### src/rtl/ctrl_seq_pkg.sv
// Shared types and constants for the instruction sequencer: FSM states,
// instruction field layout and the watchdog result pattern.
package ctrl_seq_pkg;

    localparam int unsigned INSTR_W = 16;
    localparam int unsigned GAP_W   = 4;

    localparam int unsigned RX_MSB   = 15;
    localparam int unsigned RX_LSB   = 13;
    localparam int unsigned RY_MSB   = 12;
    localparam int unsigned RY_LSB   = 10;
    localparam int unsigned SEL_MSB  = 6;
    localparam int unsigned SEL_LSB  = 3;
    localparam int unsigned MODE_BIT = 2;

    localparam logic [INSTR_W-1:0] TIMEOUT_DATA = 16'hDEAD;

    typedef enum logic [2:0] {
        S_IDLE,
        S_ISSUE,
        S_LOAD,
        S_CALC,
        S_WAIT,
        S_RESP
    } seq_state_t;

    // Instruction word as seen by the control unit.
    typedef struct packed {
        logic [2:0] rx;
        logic [2:0] ry;
        logic [2:0] rsvd_hi;
        logic [3:0] sel;
        logic       mode;
        logic [1:0] rsvd_lo;
    } instr_t;

endpackage

### src/rtl/instr_sequencer_if.sv
// Host push/result port and control-unit strobe port of the sequencer.
// master = sequencer side, slave = host / control-unit side.
interface instr_sequencer_if
    import ctrl_seq_pkg::*;
#(
    parameter int unsigned CNT_W = 8
) ();

    logic                 push_valid;
    instr_t               push_data;
    logic                 push_ready;
    instr_t               instruction;
    logic                 en_i;
    logic                 en_s;
    logic                 en_c;
    logic                 done;
    logic [INSTR_W-1:0]   d_out;
    logic                 res_valid;
    logic [INSTR_W-1:0]   res_data;
    logic                 res_ready;
    logic                 busy;
    logic [CNT_W-1:0]     done_count;
    logic                 timeout_err;

    modport master (
        input  push_valid, push_data, done, d_out, res_ready,
        output push_ready, instruction, en_i, en_s, en_c,
               res_valid, res_data, busy, done_count, timeout_err
    );

    modport slave (
        output push_valid, push_data, done, d_out, res_ready,
        input  push_ready, instruction, en_i, en_s, en_c,
               res_valid, res_data, busy, done_count, timeout_err
    );

endinterface

### src/rtl/seq_fifo.sv
// Synchronous FIFO holding pending instructions; full/empty are registered
// so push_ready never depends combinationally on a same-cycle pop.
module seq_fifo
    import ctrl_seq_pkg::*;
#(
    parameter int unsigned DEPTH = 4,
    parameter int unsigned WIDTH = INSTR_W
) (
    input  logic             clk,
    input  logic             reset,
    input  logic             push_i,
    input  logic [WIDTH-1:0] push_data_i,
    input  logic             pop_i,
    output logic [WIDTH-1:0] rd_data_c,
    output logic             full_o,
    output logic             empty_o
);

    localparam int unsigned AW = $clog2(DEPTH);
    localparam int unsigned CW = AW + 1;

    logic [WIDTH-1:0] mem_q [DEPTH];
    logic [AW-1:0]    wr_ptr_q, wr_ptr_d;
    logic [AW-1:0]    rd_ptr_q, rd_ptr_d;
    logic [CW-1:0]    count_q, count_d;
    logic             full_q, full_d;
    logic             empty_q, empty_d;
    logic             push_ok;
    logic             pop_ok;

    assign push_ok = push_i && !full_q;
    assign pop_ok  = pop_i && !empty_q;

    always_comb begin
        wr_ptr_d = wr_ptr_q;
        rd_ptr_d = rd_ptr_q;
        if (push_ok) wr_ptr_d = wr_ptr_q + AW'(1);
        if (pop_ok)  rd_ptr_d = rd_ptr_q + AW'(1);
        count_d = count_q + CW'(push_ok) - CW'(pop_ok);
        full_d  = (count_d == CW'(DEPTH));
        empty_d = (count_d == '0);
    end

    always_ff @(posedge clk or posedge reset) begin
        if (reset) begin
            wr_ptr_q <= '0;
            rd_ptr_q <= '0;
            count_q  <= '0;
            full_q   <= 1'b0;
            empty_q  <= 1'b1;
        end else begin
            wr_ptr_q <= wr_ptr_d;
            rd_ptr_q <= rd_ptr_d;
            count_q  <= count_d;
            full_q   <= full_d;
            empty_q  <= empty_d;
        end
    end

    // Storage needs no reset: entries are only read when count says valid.
    always_ff @(posedge clk) begin
        if (push_ok) mem_q[wr_ptr_q] <= push_data_i;
    end

    assign rd_data_c = mem_q[rd_ptr_q];
    assign full_o    = full_q;
    assign empty_o   = empty_q;

endmodule

### src/rtl/instr_sequencer.sv
// Issues buffered instructions to the control unit via en_i/en_s/en_c and
// returns d_out to the host. Optional WAIT watchdog: define SEQ_TIMEOUT_EN.
module instr_sequencer
    import ctrl_seq_pkg::*;
#(
    parameter int unsigned DEPTH    = 4,
    parameter int unsigned STEP_GAP = 0,
    parameter int unsigned CNT_W    = 8,
    parameter int unsigned TIMEOUT  = 32
) (
    input  logic              clk,
    input  logic              reset,
    instr_sequencer_if.master bus
);

    if (DEPTH < 2 || (DEPTH & (DEPTH - 1)) != 0 || STEP_GAP > 15 ||
        TIMEOUT == 0 || CNT_W == 0) begin : g_bad_param
        $error("instr_sequencer: illegal parameter set");
    end

    seq_state_t          state_q, state_d;
    logic [GAP_W-1:0]    gap_q, gap_d;
    instr_t              instr_q, instr_d;
    logic                en_i_q, en_i_d;
    logic                en_s_q, en_s_d;
    logic                en_c_q, en_c_d;
    logic                res_valid_q, res_valid_d;
    logic [INSTR_W-1:0]  res_data_q, res_data_d;
    logic                busy_q, busy_d;
    logic [CNT_W-1:0]    cnt_q, cnt_d;

    logic                pop;
    logic [INSTR_W-1:0]  fifo_head;
    logic                fifo_full;
    logic                fifo_empty;

`ifdef SEQ_TIMEOUT_EN
    localparam int unsigned WD_W = $clog2(TIMEOUT + 1);
    logic [WD_W-1:0]     wd_q, wd_d;
    logic                tmo_q, tmo_d;
`endif

    seq_fifo #(
        .DEPTH (DEPTH),
        .WIDTH (INSTR_W)
    ) u_fifo (
        .clk         (clk),
        .reset       (reset),
        .push_i      (bus.push_valid),
        .push_data_i (bus.push_data),
        .pop_i       (pop),
        .rd_data_c   (fifo_head),
        .full_o      (fifo_full),
        .empty_o     (fifo_empty)
    );

    // Next-state logic; each strobe state lasts STEP_GAP+1 cycles with the
    // strobe on its final cycle, so every strobe is preceded by the gap.
    always_comb begin
        state_d     = state_q;
        gap_d       = gap_q;
        instr_d     = instr_q;
        res_valid_d = res_valid_q;
        res_data_d  = res_data_q;
        cnt_d       = cnt_q;
        pop         = 1'b0;
`ifdef SEQ_TIMEOUT_EN
        wd_d        = wd_q;
        tmo_d       = tmo_q;
`endif
        case (state_q)
            S_IDLE: begin
                if (!fifo_empty && !res_valid_q) begin
                    pop     = 1'b1;
                    instr_d = fifo_head;
                    gap_d   = '0;
                    state_d = S_ISSUE;
                end
            end
            S_ISSUE: begin
                if (gap_q == GAP_W'(STEP_GAP)) begin
                    gap_d   = '0;
                    state_d = S_LOAD;
                end else begin
                    gap_d = gap_q + GAP_W'(1);
                end
            end
            S_LOAD: begin
                if (gap_q == GAP_W'(STEP_GAP)) begin
                    gap_d   = '0;
                    state_d = S_CALC;
                end else begin
                    gap_d = gap_q + GAP_W'(1);
                end
            end
            S_CALC: begin
                if (gap_q == GAP_W'(STEP_GAP)) begin
                    gap_d   = '0;
                    state_d = S_WAIT;
`ifdef SEQ_TIMEOUT_EN
                    wd_d    = '0;
`endif
                end else begin
                    gap_d = gap_q + GAP_W'(1);
                end
            end
            S_WAIT: begin
                if (bus.done) begin
                    res_data_d  = bus.d_out;
                    res_valid_d = 1'b1;
                    cnt_d       = cnt_q + CNT_W'(1);
                    state_d     = S_RESP;
                end
`ifdef SEQ_TIMEOUT_EN
                else if (wd_q == WD_W'(TIMEOUT - 1)) begin
                    tmo_d       = 1'b1;
                    res_data_d  = TIMEOUT_DATA;
                    res_valid_d = 1'b1;
                    state_d     = S_RESP;
                end else begin
                    wd_d = wd_q + WD_W'(1);
                end
`endif
            end
            S_RESP: begin
                if (res_valid_q && bus.res_ready) begin
                    res_valid_d = 1'b0;
                    state_d     = S_IDLE;
                end
            end
            default: state_d = S_IDLE;
        endcase

        en_i_d = (state_d == S_ISSUE) && (gap_d == GAP_W'(STEP_GAP));
        en_s_d = (state_d == S_LOAD)  && (gap_d == GAP_W'(STEP_GAP));
        en_c_d = (state_d == S_CALC)  && (gap_d == GAP_W'(STEP_GAP));
        busy_d = (state_d != S_IDLE);
    end

    always_ff @(posedge clk or posedge reset) begin
        if (reset) begin
            state_q     <= S_IDLE;
            gap_q       <= '0;
            instr_q     <= '0;
            en_i_q      <= 1'b0;
            en_s_q      <= 1'b0;
            en_c_q      <= 1'b0;
            res_valid_q <= 1'b0;
            res_data_q  <= '0;
            busy_q      <= 1'b0;
            cnt_q       <= '0;
        end else begin
            state_q     <= state_d;
            gap_q       <= gap_d;
            instr_q     <= instr_d;
            en_i_q      <= en_i_d;
            en_s_q      <= en_s_d;
            en_c_q      <= en_c_d;
            res_valid_q <= res_valid_d;
            res_data_q  <= res_data_d;
            busy_q      <= busy_d;
            cnt_q       <= cnt_d;
        end
    end

`ifdef SEQ_TIMEOUT_EN
    always_ff @(posedge clk or posedge reset) begin
        if (reset) begin
            wd_q  <= '0;
            tmo_q <= 1'b0;
        end else begin
            wd_q  <= wd_d;
            tmo_q <= tmo_d;
        end
    end

    assign bus.timeout_err = tmo_q;
`else
    assign bus.timeout_err = 1'b0;
`endif

    assign bus.push_ready  = !fifo_full;
    assign bus.instruction = instr_q;
    assign bus.en_i        = en_i_q;
    assign bus.en_s        = en_s_q;
    assign bus.en_c        = en_c_q;
    assign bus.res_valid   = res_valid_q;
    assign bus.res_data    = res_data_q;
    assign bus.busy        = busy_q;
    assign bus.done_count  = cnt_q;

endmodule

### src/flat_wrapper.sv
// flat-port wrapper written by rule: the top's interface ports become plain ports
module instr_sequencer_flat import ctrl_seq_pkg::*;
#(
    parameter int unsigned DEPTH    = 4,
    parameter int unsigned STEP_GAP = 0,
    parameter int unsigned CNT_W    = 8,
    parameter int unsigned TIMEOUT  = 32
)
  (clk, reset, bus_push_valid, bus_push_data, bus_done, bus_d_out, bus_res_ready, bus_push_ready, bus_instruction, bus_en_i, bus_en_s, bus_en_c, bus_res_valid, bus_res_data, bus_busy, bus_done_count, bus_timeout_err);
  instr_sequencer_if #(.CNT_W(CNT_W)) bus_i ();
  input  logic clk;
  input  logic reset;
  input wire logic [$bits(bus_i.push_valid)-1:0] bus_push_valid;
  input wire logic [$bits(bus_i.push_data)-1:0] bus_push_data;
  input wire logic [$bits(bus_i.done)-1:0] bus_done;
  input wire logic [$bits(bus_i.d_out)-1:0] bus_d_out;
  input wire logic [$bits(bus_i.res_ready)-1:0] bus_res_ready;
  output wire logic [$bits(bus_i.push_ready)-1:0] bus_push_ready;
  output wire logic [$bits(bus_i.instruction)-1:0] bus_instruction;
  output wire logic [$bits(bus_i.en_i)-1:0] bus_en_i;
  output wire logic [$bits(bus_i.en_s)-1:0] bus_en_s;
  output wire logic [$bits(bus_i.en_c)-1:0] bus_en_c;
  output wire logic [$bits(bus_i.res_valid)-1:0] bus_res_valid;
  output wire logic [$bits(bus_i.res_data)-1:0] bus_res_data;
  output wire logic [$bits(bus_i.busy)-1:0] bus_busy;
  output wire logic [$bits(bus_i.done_count)-1:0] bus_done_count;
  output wire logic [$bits(bus_i.timeout_err)-1:0] bus_timeout_err;
  assign bus_i.push_valid = bus_push_valid;
  assign bus_i.push_data = bus_push_data;
  assign bus_i.done = bus_done;
  assign bus_i.d_out = bus_d_out;
  assign bus_i.res_ready = bus_res_ready;
  assign bus_push_ready = bus_i.push_ready;
  assign bus_instruction = bus_i.instruction;
  assign bus_en_i = bus_i.en_i;
  assign bus_en_s = bus_i.en_s;
  assign bus_en_c = bus_i.en_c;
  assign bus_res_valid = bus_i.res_valid;
  assign bus_res_data = bus_i.res_data;
  assign bus_busy = bus_i.busy;
  assign bus_done_count = bus_i.done_count;
  assign bus_timeout_err = bus_i.timeout_err;
  instr_sequencer #(.DEPTH(DEPTH), .STEP_GAP(STEP_GAP), .CNT_W(CNT_W), .TIMEOUT(TIMEOUT)) u_core (.clk(clk), .reset(reset), .bus(bus_i));
endmodule
### config.mk
export PLATFORM = sky130hd
export DESIGN_NAME = instr_sequencer_flat
export DESIGN_NICKNAME = d
export VERILOG_FILES = /design/src/rtl/ctrl_seq_pkg.sv /design/src/rtl/instr_sequencer_if.sv /design/src/rtl/seq_fifo.sv /design/src/rtl/instr_sequencer.sv /design/src/flat_wrapper.sv
export SDC_FILE = /design/constraint.sdc
export NUM_CORES = 1
export LEC_CHECK = 0
export ABC_AREA = 1
export BUFFER_PORTS_ARGS = -buffer_cell sky130_fd_sc_hd__buf_2
export CORE_ASPECT_RATIO = 0.5
export CORE_MARGIN = 2
export CORE_UTILIZATION = 56
export CTS_CLUSTER_DIAMETER = 30
export DETAILED_ROUTE_END_ITERATION = 8
export HOLD_SLACK_MARGIN = 0.02
export PLACE_DENSITY = 0.87
export SYNTH_ARGS = -nofsm -noshare
export SYNTH_HDL_FRONTEND = slang
export SYNTH_SLANG_ARGS = --single-unit
export TNS_END_PERCENT = 5
### constraint.sdc
create_clock -name clk -period 3.1 [get_ports clk]
set_input_delay 0.62 -clock clk [delete_from_list [all_inputs] [get_ports clk]]
set_output_delay 0.62 -clock clk [all_outputs]
set_load 0.1 [all_outputs]
==> results.toml, run 1 <==
[status]
status = "finished with violations"
violations = "DRC"

[clock_network]
worstSkewPairLatency_ns = 0.41
h-tree-depth = 4
clockRootBuffer = "clkbuf_16"
cts_buffers = 17
cts.repair.resized = 0
cts.path.max_buffers = 2
cts_hold_buffers = 0
cts_tree = "yes"
clk_pin_slew_ns = 0.05
cts.sinks = 125
post_cts_buffers = 0

[worst_setup_path]
crit_type = "reg2reg"
endpoint_kind = "register"
arrival_ns = 2.67
start_kind = "register"
reg2reg_slack_ns = 0.78
critPathMaxFanout = 7
required_ns = 3.44

[global_routing]
grt_pass1_vias = 3601
antenna_found_initial = 1
grt_pass1_wl_um = 16700
grt_overflow = 0
grt_max_degree = 36
grtUsageTotal = 0.222

[timing]
slew_headroom = 0.327
final.setup.tns_ns = 0
finalSetupViolCount = 0
finalWorstSetupSlack_ns = 0.778
clock.fmax_ghz = 0.431
drv_slew = 0
clock-skew-final_ns = 0.00882
hold_viol = 0
fin_crit_sh = 0.749
min_period_ns = 2.32
rsz0062_at_grt = "no"
worst_pin_slew_ns = 1.01

[floorplanning]
fp.dieH_um = 72.1
start_util = 0.586
die_width_um = 140
die_area_mm2 = 0.0101
io_pins = 84
core_area_mm2 = 0.00886
placementRows = 24

[power_and_ir_drop]
leakage_nw = 2.96
irDropWorstVdd_uv = 379
power_density_mw_per_mm2 = 683

[cells_and_area]
area_delta_synth_final_pct = 20.5
drive_above_1_share = 0.238
fill_cells = 578
final_area_mm2 = 0.00626
layout_common_cells = "129 x nand2_1, 82 x buf_2, 64 x edfxtp_1, 62 x nor2_1, 60 x dfrtp_1"
final_common_cell = "nand2_1"
finalNetCount = 619
final_util = 0.706
diodes = 0

[synthesis]
syn_nets = 527
synth_cell_types = 33
syn_area_per_cell_um2 = 10.8
netlist_instances = 480
ys_seq_area_frac = 0.664
synth_area_mm2 = 0.00519
synth-seq-cells = 125
yosys_warnings = 0

[route]
remaining_drc_errors = 7
vias = 3599
detail-route-antenna-nets = 0
drt_pass1_iterations = 8
routedWlPerCell_um = 14.7
totalWireLength_um = 10300
drt-initial-drc-count = 276
routed_via_density = 5.13

[worst_hold_path]
holdCritPathClass = "in2async"

[run]
drv_cap = 0

[placement]
port-buffer-count = 82
place_area_mm2 = 0.00570
dpl.hpwl_um = 6520
gp_congestion = 0.825
dpl_worst_slack_ns = 0.637
## cell families (layout without fill, tap and decap cells)
| kind of cell | Yosys count | after routing | share of synthesized area |
|---|---|---|---|
| AOI/OAI and AO/OA | 54 | 54 | 0.0535 |
| xor gates and xnor gates | 9 | 9 | 0.0152 |
| other | 1 | 1 | 0.000722 |
| DFF | 125 | 125 | 0.664 |
| buffers and inverters | 46 | 150 | 0.0424 |
| adders and majority gates | 10 | 10 | 0.0255 |
| and+or+nand+nor | 235 | 235 | 0.198 |
## area by class of cell
| cell class | count | area [um2] | share of cell area |
|---|---|---|---|
| Sequential cell | 125 | 3450 | 0.551 |
| Multi-Input combinational cell | 309 | 1520 | 0.243 |
| Timing Repair Buffer | 90 | 470 | 0.0752 |
| Clock buffer | 19 | 433 | 0.0692 |
| Tap cell | 117 | 146 | 0.0234 |
| Clock inverter | 12 | 124 | 0.0198 |
| Inverter | 29 | 111 | 0.0178 |
## cells in the mapped netlist
| library cell | number | area [um2] |
|---|---|---|
| nor2_2 | 6 | 37.5 |
| inv_2 | 2 | 7.51 |
| o21ai_0 | 44 | 220 |
| nor2_4 | 3 | 33.8 |
| xor2_1 | 6 | 52.6 |
| a41oi_1 | 1 | 8.76 |
| nand3_4 | 3 | 52.6 |
| buf_4 | 5 | 37.5 |
| nand2_1 | 129 | 484 |
| clkbuf_1 | 6 | 22.5 |
| nand2_2 | 5 | 31.3 |
| and2_1 | 1 | 6.26 |
| a21oi_1 | 2 | 10.0 |
| dfstp_2 | 1 | 26.3 |
| nand4_1 | 4 | 25.0 |
| inv_4 | 1 | 6.26 |
| buf_2 | 3 | 15.0 |
| nor3b_2 | 1 | 12.5 |
| fa_1 | 1 | 20.0 |
| dfrtp_1 | 60 | 1500 |
| edfxtp_1 | 64 | 1920 |
| nor3_1 | 4 | 20.0 |
| xnor2_1 | 3 | 26.3 |
| nand2_4 | 1 | 11.3 |
| nand3_1 | 15 | 75.1 |
| conb_1 | 1 | 3.75 |
| o21ai_1 | 6 | 30.0 |
| nand3b_1 | 1 | 7.51 |
| o22a_1 | 1 | 8.76 |
| buf_6 | 3 | 33.8 |
| inv_1 | 26 | 97.6 |
| ha_1 | 9 | 113 |
| nor2_1 | 62 | 233 |
## worst max-delay path, cell delays in order, from the launching register on
cell	delay, ns
dfrtp_1	0.49
inv_4	0.15
nand2_2	0.11
nor2_4	0.12
ha_1	0.23
inv_1	0.06
ha_1	0.13
inv_1	0.05
fa_1	0.38
xnor2_1	0.15
xnor2_1	0.22
and2_1	0.16
## through the flow
step	power (W)	hold WS (ns)	instances
floorplan	0.00231	0.455	480
finish	0.00427	0.275	701
CTS	0.00431	0.266	701
global placement	0.00243	0.457	670
detailed placement	0.00247	0.462	670
global route	0.00445	0.309	701
## per-layer routing
metal  global-route usage  wire length, um
met4                0.123              162
met3               0.0706              618
met5                    0               13
met1                0.258             4330
met2                0.376             5190
## flip-flops by register name, summed over array words and instances (netlist names)
| name | flops |
|---|---|
| u_core.state_q | 3 |
| u_core.bus.done_count | 8 |
| u_core.u_fifo.empty_o | 1 |
| u_core.bus.en_s | 1 |
| u_core.bus.res_data | 16 |
| u_core.u_fifo.rd_ptr_q | 2 |
| u_core.bus.instruction | 16 |
| u_core.u_fifo.full_o | 1 |
| u_core.bus.res_valid | 1 |
| u_core.u_fifo.count_q | 3 |
| u_core.gap_q | 4 |
| u_core.bus.en_c | 1 |
| u_core.bus.en_i | 1 |
| u_core.u_fifo.mem_q | 64 |
| u_core.bus.busy | 1 |
| u_core.u_fifo.wr_ptr_q | 2 |
## power by group
part	total [W]	leakage, nW	switching (W)	internal [W]
sequential	0.00203	1.40	0.0000596	0.00197
clock	0.00183	0.259	0.000668	0.00117
combinational	0.000412	1.30	0.000282	0.000130
## final timing paths
| check | from | to | cells after the start |
|---|---|---|---|
| min in group clk | bus_d_out[15] | u_core.bus.res_data[15]$_DFFE_PP0P_ | 3 |
| hold reg to reg | u_core.bus.res_data[0]$_DFFE_PP0P_ | u_core.bus.res_data[0]$_DFFE_PP0P_ | 2 |
| setup / recovery | u_core.state_q[2]$_DFF_PP0_ | u_core.u_fifo.full_o$_DFF_PP0_ | 11 |
| setup reg to reg | u_core.state_q[2]$_DFF_PP0_ | u_core.u_fifo.full_o$_DFF_PP0_ | 11 |
| hold / removal | reset | u_core.bus.instruction[3]$_DFFE_PP0N_ | 3 |
| max in group asynchronous | reset | u_core.u_fifo.empty_o$_DFF_PP1_ | 3 |
Power figures use the tool's default switching activity.
==> run 2, diff against run 1 <==
Clock period 3.1 ns to 2.25 ns, I/O delays scaled along.
==> results.toml, run 2 (synthesis results as in run 1) <==
[cells_and_area]
largest_register_ffs = 64
fill_cells = 575
largest-register = "u_core.u_fifo.mem_q"
diodes = 0
area.sequential_mm2 = 0.00345
layout_common_cells = "129 x nand2_1, 82 x buf_2, 64 x edfxtp_1, 62 x nor2_1, 59 x dfrtp_1"
drive_above_1_share = 0.269
finalNetCount = 626
area_delta_synth_final_pct = 22.7
multi_input_area_mm2 = 0.00158
final_common_cell = "nand2_1"

[worst_setup_path]
required_ns = 2.55
slowest_stage = "dfrtp_2"
start_kind = "register"
crit_type = "reg2reg"
crit_end = "u_core.u_fifo.full_o$_DFF_PP0_"
endpoint_kind = "register"
r2r.worst_path.cells = 11
crit_buf_inv = 2
critPathMaxFanout = 5
startpoint = "u_core.bus.res_valid$_DFFE_PP0P_"
reg2reg_slack_ns = 0.06
arrival_ns = 2.48
r2r-start = "u_core.bus.res_valid$_DFFE_PP0P_"
r2r-end = "u_core.u_fifo.full_o$_DFF_PP0_"
crit_cells = 11
cpPeakStageDelay_ns = 0.43
path_cells = "nor2_4 -> nand2_4 -> nor2_4 -> ha_4 -> inv_2 -> ha_4 -> inv_2 -> fa_2 -> xnor2_2 -> xnor2_2 -> and2_1"
crit_family = "adder cells"

[timing]
min_period_ns = 2.19
drv_slew = 0
final.setup.tns_ns = 0
hold_viol = 0
clock-skew-final_ns = 0.00787
fin_hold_ws_ns = 0.0530
fin_crit_sh = 0.972
clock.fmax_ghz = 0.457
finalSetupViolCount = 0

[clock_network]
cts_hold_buffers = 0
clockRootBuffer = "clkbuf_16"
worstSkewPairLatency_ns = 0.41
h-tree-depth = 4
cts_tree = "yes"
cts_buffers = 17
cts.sinks = 125
clk_pin_slew_ns = 0.06
cts.path.max_buffers = 2

[floorplanning]
die_area_mm2 = 0.0101
start_util = 0.586
fp.dieH_um = 72.1
die_width_um = 140
placementRows = 24
io_pins = 84
core_area_mm2 = 0.00886

[placement]
dpl.hpwl_um = 6550
gp_congestion = 0.821
port-buffer-count = 82

[global_routing]
grt_overflow = 0
grt_pass1_vias = 3578
grt_pass1_wl_um = 16900
antenna_found_initial = 0
grtUsageTotal = 0.221
grt_max_degree = 35

[status]
status = "finished with violations"
violations = "DRC"

[route]
routed_via_density = 5.26
totalWireLength_um = 10600
drt_pass1_iterations = 8
remaining_drc_errors = 5
drt-initial-drc-count = 335
detail-route-antenna-nets = 0
vias = 3728
routedWlPerCell_um = 15.0

[worst_hold_path]
holdCritPathClass = "in2async"

[run]
drv_cap = 0

[power_and_ir_drop]
irDropWorstVdd_uv = 563
leakage_nw = 3.01
power_density_mw_per_mm2 = 935
==> run 2: repair_timing <==
| item | CTS | global route |
|---|---|---|
| endpoints found under the setup margin | 0 | 2 |
| gates resized for setup | 0 | 1 |
| setup buffers | 0 | 1 |
==> run 2: layout make-up <==
class	count	share of cell area
clock buffer	17	0.0668
clock inverter	15	0.0194
inverter	29	0.0181
multi-input combinational	309	0.247
sequential	125	0.542
tap	117	0.0230
timing repair buffer	97	0.0840
==> run 2: per-layer routing <==
layer,global-route usage,up-vias,wire [um]
met5,0,-,0
met4,0.0988,0,133
met3,0.0733,15,726
met2,0.369,140,5320
met1,0.270,1789,4450
li1,-,1784,-
==> run 2: stage by stage <==
stage          setup WS, ns   util  instances  cell area [um2]  total power [W]
6_report             0.0621  0.719        709             6370          0.00596
5_1_grt             -0.0175  0.719        709             6370          0.00618
3_5_place_dp         0.0478  0.656        676             5810          0.00347
4_1_cts              0.0422  0.718        708             6360          0.00596
3_3_place_gp          0.139  0.656        676             5810          0.00341
2_1_floorplan        -0.301      -        480             5250          0.00324
==> run 2: how the worst min path moves through the flow <==
stage / startpoint / end / slack, ns / cells after the start
3_3_place_gp: u_core.bus.res_data[12]$_DFFE_PP0P_ / u_core.bus.res_data[12]$_DFFE_PP0P_ / 0.46 / 2
3_5_place_dp: u_core.bus.instruction[15]$_DFFE_PP0N_ / u_core.bus.instruction[15]$_DFFE_PP0N_ / 0.46 / 2
2_1_floorplan: u_core.u_fifo.count_q[2]$_DFF_PP0_ / u_core.u_fifo.count_q[2]$_DFF_PP0_ / 0.45 / 1
6_report: reset / u_core.bus.instruction[13]$_DFFE_PP0N_ / 0.05 / 2
4_1_cts: reset / u_core.gap_q[3]$_DFF_PP0_ / 0.06 / 2
5_1_grt: reset / u_core.bus.instruction[13]$_DFFE_PP0N_ / 0.09 / 2
==> run 2: power by group <==
| group | internal (W) | leakage [nW] | switching [W] |
|---|---|---|---|
| Clock | 0.00151 | 0.266 | 0.000974 |
| Sequential | 0.00271 | 1.39 | 0.0000997 |
| Combinational | 0.000241 | 1.35 | 0.000425 |
==> run 3, diff against run 2 <==
Settings changed: CORE_UTILIZATION 56 to 57, CTS_BUF_LIST from default to sky130_fd_sc_hd__clkbuf_8, PLACE_DENSITY 0.87 to 0.88.
==> results.toml, run 3 (synthesis results as in run 1) <==
[route]
routedWlPerCell_um = 16.1
totalWireLength_um = 11400
routed_via_density = 5.41
drt_pass1_iterations = 6
remaining_drc_errors = 0
vias = 3854
drt-initial-drc-count = 467
detail-route-antenna-nets = 0

[run]
drv_cap = 0

[global_routing]
grt_overflow = 0
grtUsageTotal = 0.245
grt_pass1_vias = 3789
antenna_found_initial = 1
grt_max_degree = 34
grt_pass1_wl_um = 18500

[worst_setup_path]
arrival_ns = 2.50
start_kind = "register"
endpoint_kind = "register"
crit_type = "reg2reg"
critPathMaxFanout = 5
required_ns = 2.58

[cells_and_area]
drive_above_1_share = 0.276
stdcell_count = 712
largest-register = "u_core.u_fifo.mem_q"
area_delta_synth_final_pct = 21.4
largest_register_ffs = 64
layout_common_cells = "129 x nand2_1, 82 x buf_2, 64 x edfxtp_1, 62 x nor2_1, 59 x dfrtp_1"
fill_cells = 564
finalNetCount = 628
final_common_cell = "nand2_1"

[floorplanning]
placementRows = 24
die_area_mm2 = 0.00994
io_pins = 84
start_util = 0.592
die_width_um = 139
core_area_mm2 = 0.00877
fp.dieH_um = 71.5

[power_and_ir_drop]
irDropWorstVdd_uv = 528
power.total_w = 0.00572
power_density_mw_per_mm2 = 907
leakage_nw = 2.99

[timing]
hold_viol = 0
min_period_ns = 2.17
fin_hold_ws_ns = 0.206
rsz0062_at_grt = "yes"
clock.fmax_ghz = 0.461
finalWorstSetupSlack_ns = 0.0791
worst_pin_slew_ns = 0.513
fin_crit_sh = 0.965
finalSetupViolCount = 0
slew_headroom = 0.657
drv_slew = 0
clock-skew-final_ns = 0.0133

[placement]
gp_congestion = 0.807
port-buffer-count = 82
dpl_worst_slack_ns = 0.0930
dpl.hpwl_um = 6640
dp.cells = 678

[clock_network]
cts.sinks = 125
worstSkewPairLatency_ns = 0.44
cts_buffers = 17
post_cts_buffers = 0
clk_pin_slew_ns = 0.07
cts.path.max_buffers = 2
clockRootBuffer = "clkbuf_8"
cts_tree = "yes"
h-tree-depth = 4

[worst_hold_path]
holdCritPathClass = "in2reg"

[status]
status = "finished clean"
run 3: cell count changes in the layout (fill, tap and decap cells not counted), moves of 2 or more:
cell and change:
clkbuf_16 -17, clkbuf_8 +17, bufinv_16 +3, clkinv_1 -3, inv_6 +3, clkinvlp_4 -2
run 3: power by group:
group,switching (W),internal (W),total (W)
Combinational,0.000458,0.000264,0.000722
Clock,0.000961,0.00123,0.00219
Sequential,0.000105,0.00270,0.00281
run 3: worst max-delay path, stage by stage (launching register included):
cell     delay, ns
dfrtp_2       0.43
nor2_4        0.14
nand2_4       0.09
nor2_4        0.14
ha_4          0.21
inv_2         0.06
ha_4          0.11
inv_2         0.03
fa_2          0.37
xnor2_2       0.16
xnor2_2       0.16
and2_1        0.16
run 3: final cells by class:
class | count | area (um2) | area share
diodes | 1 | 2.50 | 0.000397
clock buffers | 17 | 234 | 0.0371
clock inverters | 15 | 209 | 0.0331
inverters | 29 | 115 | 0.0183
multi-input cells | 309 | 1580 | 0.251
flip-flops and latches | 125 | 3450 | 0.547
well taps | 117 | 146 | 0.0232
repair buffers | 99 | 566 | 0.0897
run 3: path summary, 6_finish.rpt:
| kind | startpoint | endpoint | slack, ns | cells after the start |
|---|---|---|---|---|
| max | u_core.bus.res_valid$_DFFE_PP0P_ | u_core.u_fifo.full_o$_DFF_PP0_ | 0.08 | 11 |
| max in group asynchronous | reset | u_core.bus.en_s$_DFF_PP0_ | 1.10 | 4 |
| min | bus_d_out[4] | u_core.bus.res_data[4]$_DFFE_PP0P_ | 0.21 | 3 |
| min in group asynchronous | reset | u_core.bus.instruction[3]$_DFFE_PP0N_ | 0.56 | 3 |
| min reg2reg | u_core.bus.instruction[0]$_DFFE_PP0N_ | u_core.bus.instruction[0]$_DFFE_PP0N_ | 0.48 | 2 |
| max reg2reg | u_core.bus.res_valid$_DFFE_PP0P_ | u_core.u_fifo.full_o$_DFF_PP0_ | 0.08 | 11 |
run 3: per-layer routing:
metal | wire length (um) | vias to the layer above | GRT usage
li1 | - | 1782 | -
met1 | 4670 | 1878 | 0.298
met2 | 5800 | 164 | 0.411
met3 | 733 | 30 | 0.0822
met4 | 238 | 0 | 0.108
met5 | 0 | - | 0
run 3: stage by stage:
stage	utilization	instance area [um2]	TNS, ns
after floorplan	-	5250	-0.790
after global routing	0.719	6300	-0.0303
after global placement	0.666	5840	0
after CTS	0.717	6290	0
final	0.719	6300	0
after detailed placement	0.666	5840	0
run 3: repair_timing:
| item | 4_1_cts | 5_1_grt |
|---|---|---|
| setup endpoints to repair | 0 | 2 |
| endpoints found under the hold margin | 17 | 0 |
| resized for setup | 0 | 2 |
| hold buffers | 1 | 0 |
